## src/rtl/uart_tx_fifo.sv

```systemverilog
// Buffered 8N1 UART transmitter: a small circular FIFO fed by a valid/ready
// handshake, drained by a start/data/stop serialiser running at CLOCK_Fre/BAUD.
module uart_tx_fifo #(
  parameter int unsigned CLOCK_Fre  = 4000000,
  parameter int unsigned BAUD       = 115200,
  parameter int unsigned FIFO_DEPTH = 4
) (
  input  logic       clk,
  input  logic       reset,
  input  logic [7:0] tx_data,
  input  logic       tx_valid,
  output logic       tx_ready,
  output logic       uart_tx,
  output logic       busy
);

  localparam int unsigned BIT_CYCLES = CLOCK_Fre / BAUD;
  localparam int unsigned BW = (BIT_CYCLES < 2) ? 1 : $clog2(BIT_CYCLES);
  localparam int unsigned PW = (FIFO_DEPTH < 2) ? 1 : $clog2(FIFO_DEPTH);
  localparam int unsigned CW = PW + 1;
  localparam logic [BW-1:0] BAUD_LAST = BW'(BIT_CYCLES - 1);
  localparam logic [CW-1:0] FULL_CNT  = CW'(FIFO_DEPTH);

  if (BIT_CYCLES < 2) begin : g_bad_baud
    $error("uart_tx_fifo: CLOCK_Fre/BAUD must be at least 2");
  end
  if ((FIFO_DEPTH < 2) || ((FIFO_DEPTH & (FIFO_DEPTH - 1)) != 0)) begin : g_bad_depth
    $error("uart_tx_fifo: FIFO_DEPTH must be a power of 2 and at least 2");
  end

  typedef enum logic [1:0] {IDLE, START, DATA, STOP} state_t;

  logic [7:0]    mem_q [FIFO_DEPTH];
  logic [PW-1:0] rd_ptr_q, rd_ptr_d, wr_ptr_q, wr_ptr_d;
  logic [CW-1:0] count_q, count_d;
  state_t        state_q, state_d;
  logic [BW-1:0] baud_q, baud_d;
  logic [2:0]    bit_q, bit_d;
  logic [7:0]    shift_q, shift_d;
  logic          tx_q, tx_d;
  logic          push, pop, baud_end, fifo_nonempty;

  assign tx_ready      = (count_q != FULL_CNT);
  assign fifo_nonempty = (count_q != '0);
  assign push          = tx_valid & tx_ready;
  assign baud_end      = (baud_q == BAUD_LAST);
  assign uart_tx       = tx_q;
  assign busy          = (state_q != IDLE) | fifo_nonempty;

  // FIFO pointer and occupancy next-state; push and pop may coincide.
  always_comb begin
    rd_ptr_d = rd_ptr_q;
    wr_ptr_d = wr_ptr_q;
    if (push) wr_ptr_d = wr_ptr_q + PW'(1);
    if (pop)  rd_ptr_d = rd_ptr_q + PW'(1);
    count_d = count_q + CW'(push) - CW'(pop);
  end

  // Serialiser next-state; the line value is computed one clock ahead so it can be registered.
  always_comb begin
    state_d = state_q;
    baud_d  = baud_q;
    bit_d   = bit_q;
    shift_d = shift_q;
    tx_d    = tx_q;
    pop     = 1'b0;
    unique case (state_q)
      IDLE: begin
        tx_d = 1'b1;
        if (fifo_nonempty) begin
          pop     = 1'b1;
          shift_d = mem_q[rd_ptr_q];
          baud_d  = '0;
          tx_d    = 1'b0;
          state_d = START;
        end
      end
      START: begin
        if (baud_end) begin
          baud_d  = '0;
          bit_d   = '0;
          tx_d    = shift_q[0];
          state_d = DATA;
        end else begin
          baud_d = baud_q + BW'(1);
        end
      end
      DATA: begin
        if (baud_end) begin
          baud_d  = '0;
          shift_d = {1'b0, shift_q[7:1]};
          if (bit_q == 3'd7) begin
            tx_d    = 1'b1;
            state_d = STOP;
          end else begin
            bit_d = bit_q + 3'd1;
            tx_d  = shift_q[1];
          end
        end else begin
          baud_d = baud_q + BW'(1);
        end
      end
      STOP: begin
        if (baud_end) begin
          baud_d = '0;
          // A queued byte starts its frame immediately, with no idle bit in between.
          if (fifo_nonempty) begin
            pop     = 1'b1;
            shift_d = mem_q[rd_ptr_q];
            tx_d    = 1'b0;
            state_d = START;
          end else begin
            tx_d    = 1'b1;
            state_d = IDLE;
          end
        end else begin
          baud_d = baud_q + BW'(1);
        end
      end
      default: begin
        state_d = IDLE;
        tx_d    = 1'b1;
      end
    endcase
  end

  // FIFO storage; contents need no reset since the pointers define validity.
  always_ff @(posedge clk) begin
    if (push) mem_q[wr_ptr_q] <= tx_data;
  end

  // State registers with synchronous active-high reset.
  always_ff @(posedge clk) begin
    if (reset) begin
      rd_ptr_q <= '0;
      wr_ptr_q <= '0;
      count_q  <= '0;
      state_q  <= IDLE;
      baud_q   <= '0;
      bit_q    <= '0;
      shift_q  <= '0;
      tx_q     <= 1'b1;
    end else begin
      rd_ptr_q <= rd_ptr_d;
      wr_ptr_q <= wr_ptr_d;
      count_q  <= count_d;
      state_q  <= state_d;
      baud_q   <= baud_d;
      bit_q    <= bit_d;
      shift_q  <= shift_d;
      tx_q     <= tx_d;
    end
  end

endmodule

```

## config.mk

```make
export PLATFORM = sky130hd
export DESIGN_NAME = uart_tx_fifo
export DESIGN_NICKNAME = d
export VERILOG_FILES = /design/src/rtl/uart_tx_fifo.sv
export SDC_FILE = /design/constraint.sdc
export NUM_CORES = 1
export LEC_CHECK = 0
export CAP_MARGIN = 20
export CORE_ASPECT_RATIO = 1.4
export CORE_UTILIZATION = 59
export CTS_BUF_LIST = sky130_fd_sc_hd__clkbuf_8 sky130_fd_sc_hd__clkbuf_16
export DETAILED_ROUTE_END_ITERATION = 10
export PLACE_DENSITY = 0.88
export SYNTH_ARGS = -nofsm -noshare
export SYNTH_HDL_FRONTEND = slang
export SYNTH_SLANG_ARGS = --single-unit
```

## constraint.sdc

```tcl
create_clock -name clk -period 3.33 [get_ports clk]
set_input_delay 0.666 -clock clk [delete_from_list [all_inputs] [get_ports clk]]
set_output_delay 0.666 -clock clk [all_outputs]
set_load 0.03 [all_outputs]
```

==> results list, run 1 <==
- Compared with the post-synthesis result, the final layout area differs by 15.3%.
- TritonCTS clock tree: built
- Count of cells resized by post-cts repair: 0
- Drt first-iter violations: 89
- Post-detailed-placement half-perimeter wirelength: 3360 um
* Layout fillers: 325
- In the final routed layout, each cell accounts on average for 16.1 um.
- The critical path is of the reg -> out type.
- Setup repair after global routing left no endpoint under its margin.
* Final-report setup violation count: 0
- Overall global routing resource usage: 23.0%
- The critical path contains buffers and inverters numbering 2 combined.
* Vias in the first global route: 1710
* Vias: 1729
- The slowest stage of the critical path belongs to the cell sky130_fd_sc_hd__clkdlybuf4s50_1.
- Clock Skews: 6.95 ps
- Entering global routing, the biggest net connects 16 pins.
- Crit-path max cell delay: 600 ps
* Commonest non-fill, non-tap cells in the layout: sky130_fd_sc_hd__edfxtp_1, sky130_fd_sc_hd__dfxtp_1, sky130_fd_sc_hd__nand2_1
* Count of cell types in the netlist: 48
- Vias per cell: 5.78
- Post-CTS clock slew at the launch and capture registers of the worst setup and hold paths: 70 ps
* Leakage: 1.16 nW
- The startpoint identified for the worst hold timing path is bit_q[0].
- After layout, the minimum clock period comes to 2750 ps.
- In this run the post-CTS setup repair buffer count came out at 0.
- Worst flop-to-flop path startpoint: baud_q[2]
- Cells taking the most area after synthesis: sky130_fd_sc_hd__edfxtp_1, sky130_fd_sc_hd__dfxtp_1, sky130_fd_sc_hd__ha_1, sky130_fd_sc_hd__mux4_2, sky130_fd_sc_hd__nand2_1
* Kind of launch point of the worst setup path: flop
* Number of hold violations in the final report: 0
- No sink is reached through more buffers than the 2 on the longest clock path.
- Share of synthesized flip-flops with an asynchronous set or reset: 0%
- I/O pins: 14
- Area share of the leading cell type in the synthesized netlist: 35.3%
- Internal power comes to 1.80 mW.
- Most frequent standard cell in the layout excluding fill and tap cells: sky130_fd_sc_hd__edfxtp_1
- Number of instances in the synthesized netlist: 215
- Sequential power share: 38.9%
- The final critical path takes up 82.5% of the cycle.
- The tree is rooted in a sky130_fd_sc_hd__clkbuf_8.
- Measured along the x axis, the die boundary spans 59.4 um.
- In this run the worst hold path is classified as reg -> reg.
- The worst register-to-register path ends at count_q[2].
* Final global-route overflow total: 0
- Overall power consumption: 2.73 mW
- STA classifies the critical path endpoint as a primary output.
* Achievable Freq: 364 MHz
* Number of max-slew violations in the final report: 0
* Nets: 261
- Setup TNS: 0 ps
- Synthesis produced a netlist with a net count of 242.
- Synthesis inferred 61 register bits.
- Switching power: 0.937 mW
* Antenna violations before repair: 0
- Reg-to-reg slack, setup: 670 ps
* Worst max-slew margin expressed relative to the limit: 65.6%
- Deepest level of the CTS H-tree: 3
* Result of the run: complete, no violations
- The count of nets left with antenna violations once routing finished came out at 0.
- Clock network latency to the later pin of the worst-skew pair: 340 ps
* Worst slew pin tran: 515 ps
- Data on the critical path is required at its endpoint by 2660 ps.
- Measured along the y axis, the die boundary spans 82.4 um.
- Count of cell instances traversed by the critical path: 4
- Per report_power, the clock group accounts for 26.7% of the total.
- Yosys warnings: 0
- Gpl congestion: 0.793
* Hold buffers post-CTS: 0
- Once the floorplan was initialized, standard cells occupied 62.7% of the core.
* Global-route wire length before repair: 7910 um
* Total CTS buffers: 9
- In the routed design, unresolved DRC markers number 0.
- Mean post-synth cell area: 12.7 um^2
* Inserted Diodes: 0
* Top_reg_cell synth: sky130_fd_sc_hd__edfxtp_1
* Worst Hold Endpoint: bit_q[0]
- Worst Hold Depth: 2
* Area of the die: 4900 um^2
- Counting cells, the worst reg-to-reg path comes to 11.
- Sequential element share of the synthesized area: 56.6%
- Core area: 4340 um^2
- Part of the total power dissipated in combinational logic: 34.4%
- The synthesized design contains 32 enable-type register cells.
* Pwr per Cell Area: 870 nW/um^2
* Routed WL: 4800 um
* Largest area contributor in the netlist: sky130_fd_sc_hd__edfxtp_1
* Switching power share of the total: 34.3%
* Clock sinks: 61
- Number of optimization iterations in the first detailed-route pass: 4
- The tool flagged a number of max-cap violations equal to 0.
- Of all nets on the critical path, the largest fanout is 10.
- Proportion of layout cells with a drive suffix above 1: 16.3%
- Worst path arrival time: 2080 ps
- Cell class contributing the biggest share of worst-path delay: buffers and inverters
- Row generation in the floorplan step produced 28 rows.
- The cell area that synthesis handed to floorplanning was 2720 um^2.
- Total of buffers placed on input and output ports: 13
* Maximum resistive drop on vdd: 0.515 mV
- Traced cell by cell, the critical path runs through nor3_2 > and2_1 > inv_2 > clkdlybuf4s50_1.
## Yosys cell counts, types with 2 or more instances
cell type / instances
sky130_fd_sc_hd__a21oi_1: 13
sky130_fd_sc_hd__a311oi_1: 8
sky130_fd_sc_hd__and2_1: 4
sky130_fd_sc_hd__and3_1: 5
sky130_fd_sc_hd__clkbuf_1: 6
sky130_fd_sc_hd__dfxtp_1: 29
sky130_fd_sc_hd__edfxtp_1: 32
sky130_fd_sc_hd__ha_1: 15
sky130_fd_sc_hd__inv_1: 9
sky130_fd_sc_hd__mux2i_1: 3
sky130_fd_sc_hd__mux4_2: 8
sky130_fd_sc_hd__nand2_1: 20
sky130_fd_sc_hd__nand2b_1: 3
sky130_fd_sc_hd__nand4_1: 3
sky130_fd_sc_hd__nor2_1: 14
sky130_fd_sc_hd__nor2b_1: 4
sky130_fd_sc_hd__or3_1: 2
sky130_fd_sc_hd__xnor2_1: 3
sky130_fd_sc_hd__xor2_1: 5
## stage by stage
step                      cell area (um^2)  hold slack, ps  setup slack [ps]  util (%)  cells
final                                 3140             476               582      72.3    299
after global routing                  3140             503               456      72.3    299
after CTS                             3140             478               562      72.3    299
after detailed placement              2920             467               490      67.2    283
after global placement                2920             454               594      67.2    283
after floorplan                       2720             445               851         -    215
## worst register-to-register path, cell delays in order, from the launching register on
cell	delay [ps]
sky130_fd_sc_hd__dfxtp_1	360
sky130_fd_sc_hd__nor4b_4	500
sky130_fd_sc_hd__a31oi_2	180
sky130_fd_sc_hd__nor3_1	240
sky130_fd_sc_hd__ha_1	290
sky130_fd_sc_hd__inv_1	60
sky130_fd_sc_hd__ha_1	130
sky130_fd_sc_hd__inv_1	50
sky130_fd_sc_hd__fa_1	370
sky130_fd_sc_hd__xor2_1	180
sky130_fd_sc_hd__xnor2_1	140
sky130_fd_sc_hd__nor2_1	50
## per-layer routing
layer / vias up / wire, um / track usage [%]
met1: 847 / 1910 / 25.1
met5: - / 0 / 0
met2: 37 / 2600 / 40.2
met4: 0 / 142 / 14.3
met3: 14 / 152 / 4.67
li1: 831 / - / -
## how the worst max path moves through the flow
stage	from	end	slack, ps
after floorplan	count_q[1]	count_q[2]	850
after global placement	tx_valid	count_q[2]	590
after detailed placement	tx_valid	count_q[2]	490
after CTS	count_q[1]	busy	560
after global routing	count_q[1]	busy	460
final	count_q[1]	busy	580
## power by group through the flow
stage	Sequential (mW)	Clock [mW]	Combinational, mW
global placement	1.07	0	0.895
global route	1.09	0.775	1.05
CTS	1.07	0.741	0.941
finish	1.06	0.729	0.940
floorplan	1.03	0	0.748
detailed placement	1.08	0	0.927
## kinds of logic (layout without fill, tap and decap cells)
logic type                 after synthesis  in the layout  share of synthesized area (%)
and+or+nand+nor                         64             64                           12.6
DFF                                     61             61                           56.6
AOI/OAI and AO/OA                       36             36                           9.88
buffers and inverters                   18             42                           2.57
adders and majority gates               16             16                           7.63
muxes                                   12             12                           8.13
xor gates and xnor gates                 8              8                           2.57
## state kept, by name, summed over array words and instances, names as in the netlist, named ones only
name      cells
shift_q       8
baud_q        6
wr_ptr_q      2
state_q       2
count_q       3
bit_q         3
mem_q        32
rd_ptr_q      2
uart_tx       1
## layout make-up
class / instances / area, um^2 / share of cell area, %
Sequential cell: 61 / 1540 / 49.1
Multi-Input combinational cell: 136 / 1110 / 35.4
Timing Repair Buffer: 16 / 153 / 4.86
Clock buffer: 9 / 124 / 3.94
Clock inverter: 7 / 98.8 / 3.15
Tap cell: 60 / 75.1 / 2.39
Inverter: 10 / 37.5 / 1.19
Note: power is estimated with default switching activity, not from simulation.
==> run 2, diff against run 1 <==
==> constraint.sdc (replaced) <==
create_clock -name clk -period 2.7 [get_ports clk]
set_input_delay 0.54 -clock clk [delete_from_list [all_inputs] [get_ports clk]]
set_output_delay 0.54 -clock clk [all_outputs]
set_load 0.03 [all_outputs]
==> results list, run 2 (synthesized netlist as in run 1, its figures left out) <==
* Result of the run: complete, no violations
- Inserted Diodes: 0
- Including well taps, the total number of placed cells is 283.
- The final max-slew violation count was 0.
* Reg with most FFs: mem_q
- Worst slack, placed: -28.6 ps
- For the worst setup path, the data required time is 2900 ps.
- Entering global routing, the biggest net connects 16 pins.
- Starting density of the core: 62.7%
- The clock passes through at most 2 buffers.
- Post-CTS clock slew at the launch and capture registers of the worst setup and hold paths: 70 ps
- After clock tree synthesis, the flow added hold-fix buffers numbering 0.
- Detailed-route wire length per cell: 15.3 um
* Die Width: 59.4 um
- Dividing the detail-routed via count by the number of cells gives 5.76.
- Number of hold violations in the final report: 0
- The final critical path takes up 92.9% of the cycle.
* Minimum clock period: 2510 ps
- The floorplan has 28 rows.
* Deepest level of the CTS H-tree: 3
* Worst path most repeated cell: sky130_fd_sc_hd__ha_1
- Worst min path class: reg -> reg
- Antenna violations before repair: 0
- Layout fillers: 323
* Worst path bufs/invs: 2
* Drt drc: 0
* Area grow syn2layout: 14.3%
* TritonCTS clock tree: built
* Root Buffer Master: sky130_fd_sc_hd__clkbuf_8
- VDD sags by at most 0.527 mV.
- On the worst path, the slowest cell contributes a delay of 390 ps.
- Most frequent standard cell in the layout excluding fill and tap cells: sky130_fd_sc_hd__edfxtp_1
* Drt first-iter violations: 59
- Commonest non-fill, non-tap cells in the layout: sky130_fd_sc_hd__edfxtp_1, sky130_fd_sc_hd__dfxtp_1, sky130_fd_sc_hd__nand2_1
- Final global-route overflow total: 0
- For this run, the top clock speed supported by timing is 399 MHz.
- The critical path is of the reg -> reg type.
* Global-route wire length before repair: 7760 um
* Overall global routing resource usage: 22.0%
- Along the worst path, the maximum fanout reaches 7.
- Summing over every cut layer, the via total after detailed routing is 1722.
- Total CTS buffers: 9
* Cell class contributing the biggest share of worst-path delay: adder cells
* Total area of multi-input combinational cells: 1110 um^2
- Kind of end point of the critical path: flop
* Kind of launch point of the worst setup path: flop
* Proportion of layout cells with a drive suffix above 1: 15.9%
- Utilization after layout: 71.7%
- Input and output buffers added on the ports amount to 13.
* Routed WL: 4570 um
- At the worst endpoint, the arrival time is 2710 ps.
* Core area: 4340 um^2
- Across all setup checks in the final design, the least slack found is 193 ps.
- Walking the worst path, the cells encountered are ha_1 > a31oi_2 > nor3_1 > ha_1 > inv_1 > ha_1 > inv_1 > fa_1 > xor2_1 > xnor2_1 > nor2_1.
- Clock network latency to the later pin of the worst-skew pair: 330 ps
* Leakage: 1.16 nW
- Clock sinks: 61
- Pwr per Cell Area: 1040 nW/um^2
- Area of all sequential standard cells: 1540 um^2
- Post-route design area: 3110 um^2
- For this design the top-level I/O count stands at 14.
- Flip-flop count of the largest register, all copies and words added: 32
- Final-report setup violation count: 0
- Measured along the y axis, the die boundary spans 82.4 um.
- Across the run, the number of max-cap violations was 0.
- On the final layout, the worst clock skew is 5.17 ps.
- After the flow finishes, the layout carries non-filler instances totaling 299.
- Gpl congestion: 0.773
* Vias in the first global route: 1718
* Setup repair after global routing missed its margin: false
- Post-detailed-placement half-perimeter wirelength: 3060 um
* Registers with the highest flip-flop counts: mem_q x32, shift_q x8, baud_q x6
- Cell Area, Placed: 2920 um^2
- Slowest cell on the critical path: sky130_fd_sc_hd__dfxtp_1
- Worst slew pin tran: 525 ps
- Worst max-slew margin expressed relative to the limit: 64.9%
* Area of the die: 4900 um^2
- Post-detailed-route count of antenna-violating nets: 0
- After the last flow step, the layout net total stands at 261.
- Number of optimization iterations in the first detailed-route pass: 4
-- run 2: cell types whose count changed in the layout (fill, tap and decap cells not counted), sizes merged --
cell and change:
clkinvlp +1, clkdlybuf4s50 -1, bufinv -1, dlymetal6s2s +1
-- run 2: where the power goes --
part           switching [mW]  internal (mW)  leakage [nW]  total [mW]
sequential              0.146           1.17         0.531        1.31
combinational           0.633          0.530         0.531        1.16
clock                   0.353          0.421        0.0964       0.773
-- run 2: routing by layer --
layer  global-route usage, %  vias up  routed length, um
met4                    11.7        0                 99
met1                    24.9      833               1890
met3                    6.07       10                144
met5                       0        -                  0
met2                    37.4       41               2440
li1                        -      838                  -
-- run 2: area by class of cell --
cell class / count / area share (%)
Clock buffer: 9 / 3.98
Multi-Input combinational cell: 136 / 35.7
Tap cell: 60 / 2.41
Timing Repair Buffer: 16 / 4.98
Inverter: 10 / 1.21
Clock inverter: 7 / 2.17
Sequential cell: 61 / 49.5
-- run 2: final timing paths --
check	startpoint	end	slack, ps	cells after the start
min	bit_q[0]	bit_q[0]	480	2
max	baud_q[0]	count_q[2]	190	11
max reg2reg	baud_q[0]	count_q[2]	190	11
min reg2reg	bit_q[0]	bit_q[0]	480	2
-- run 2: worst register-to-register path, cell delays in order (launching register included) --
cell,delay (ps)
sky130_fd_sc_hd__dfxtp_1,390
sky130_fd_sc_hd__ha_1,360
sky130_fd_sc_hd__a31oi_2,180
sky130_fd_sc_hd__nor3_1,200
sky130_fd_sc_hd__ha_1,270
sky130_fd_sc_hd__inv_1,60
sky130_fd_sc_hd__ha_1,140
sky130_fd_sc_hd__inv_1,50
sky130_fd_sc_hd__fa_1,370
sky130_fd_sc_hd__xor2_1,170
sky130_fd_sc_hd__xnor2_1,130
sky130_fd_sc_hd__nor2_1,50
-- run 2: repair_timing --
item	CTS	global route
resized for setup	0	1
setup buffers	0	0
endpoints found under the setup margin	0	1
-- run 2: through the flow --
step	total power, mW	setup TNS, ps	hold WS, ps
global placement	2.43	0	454
global route	3.44	0	508
finish	3.25	0	482
floorplan	2.20	0	445
detailed placement	2.47	-28.6	464
CTS	3.27	0	484
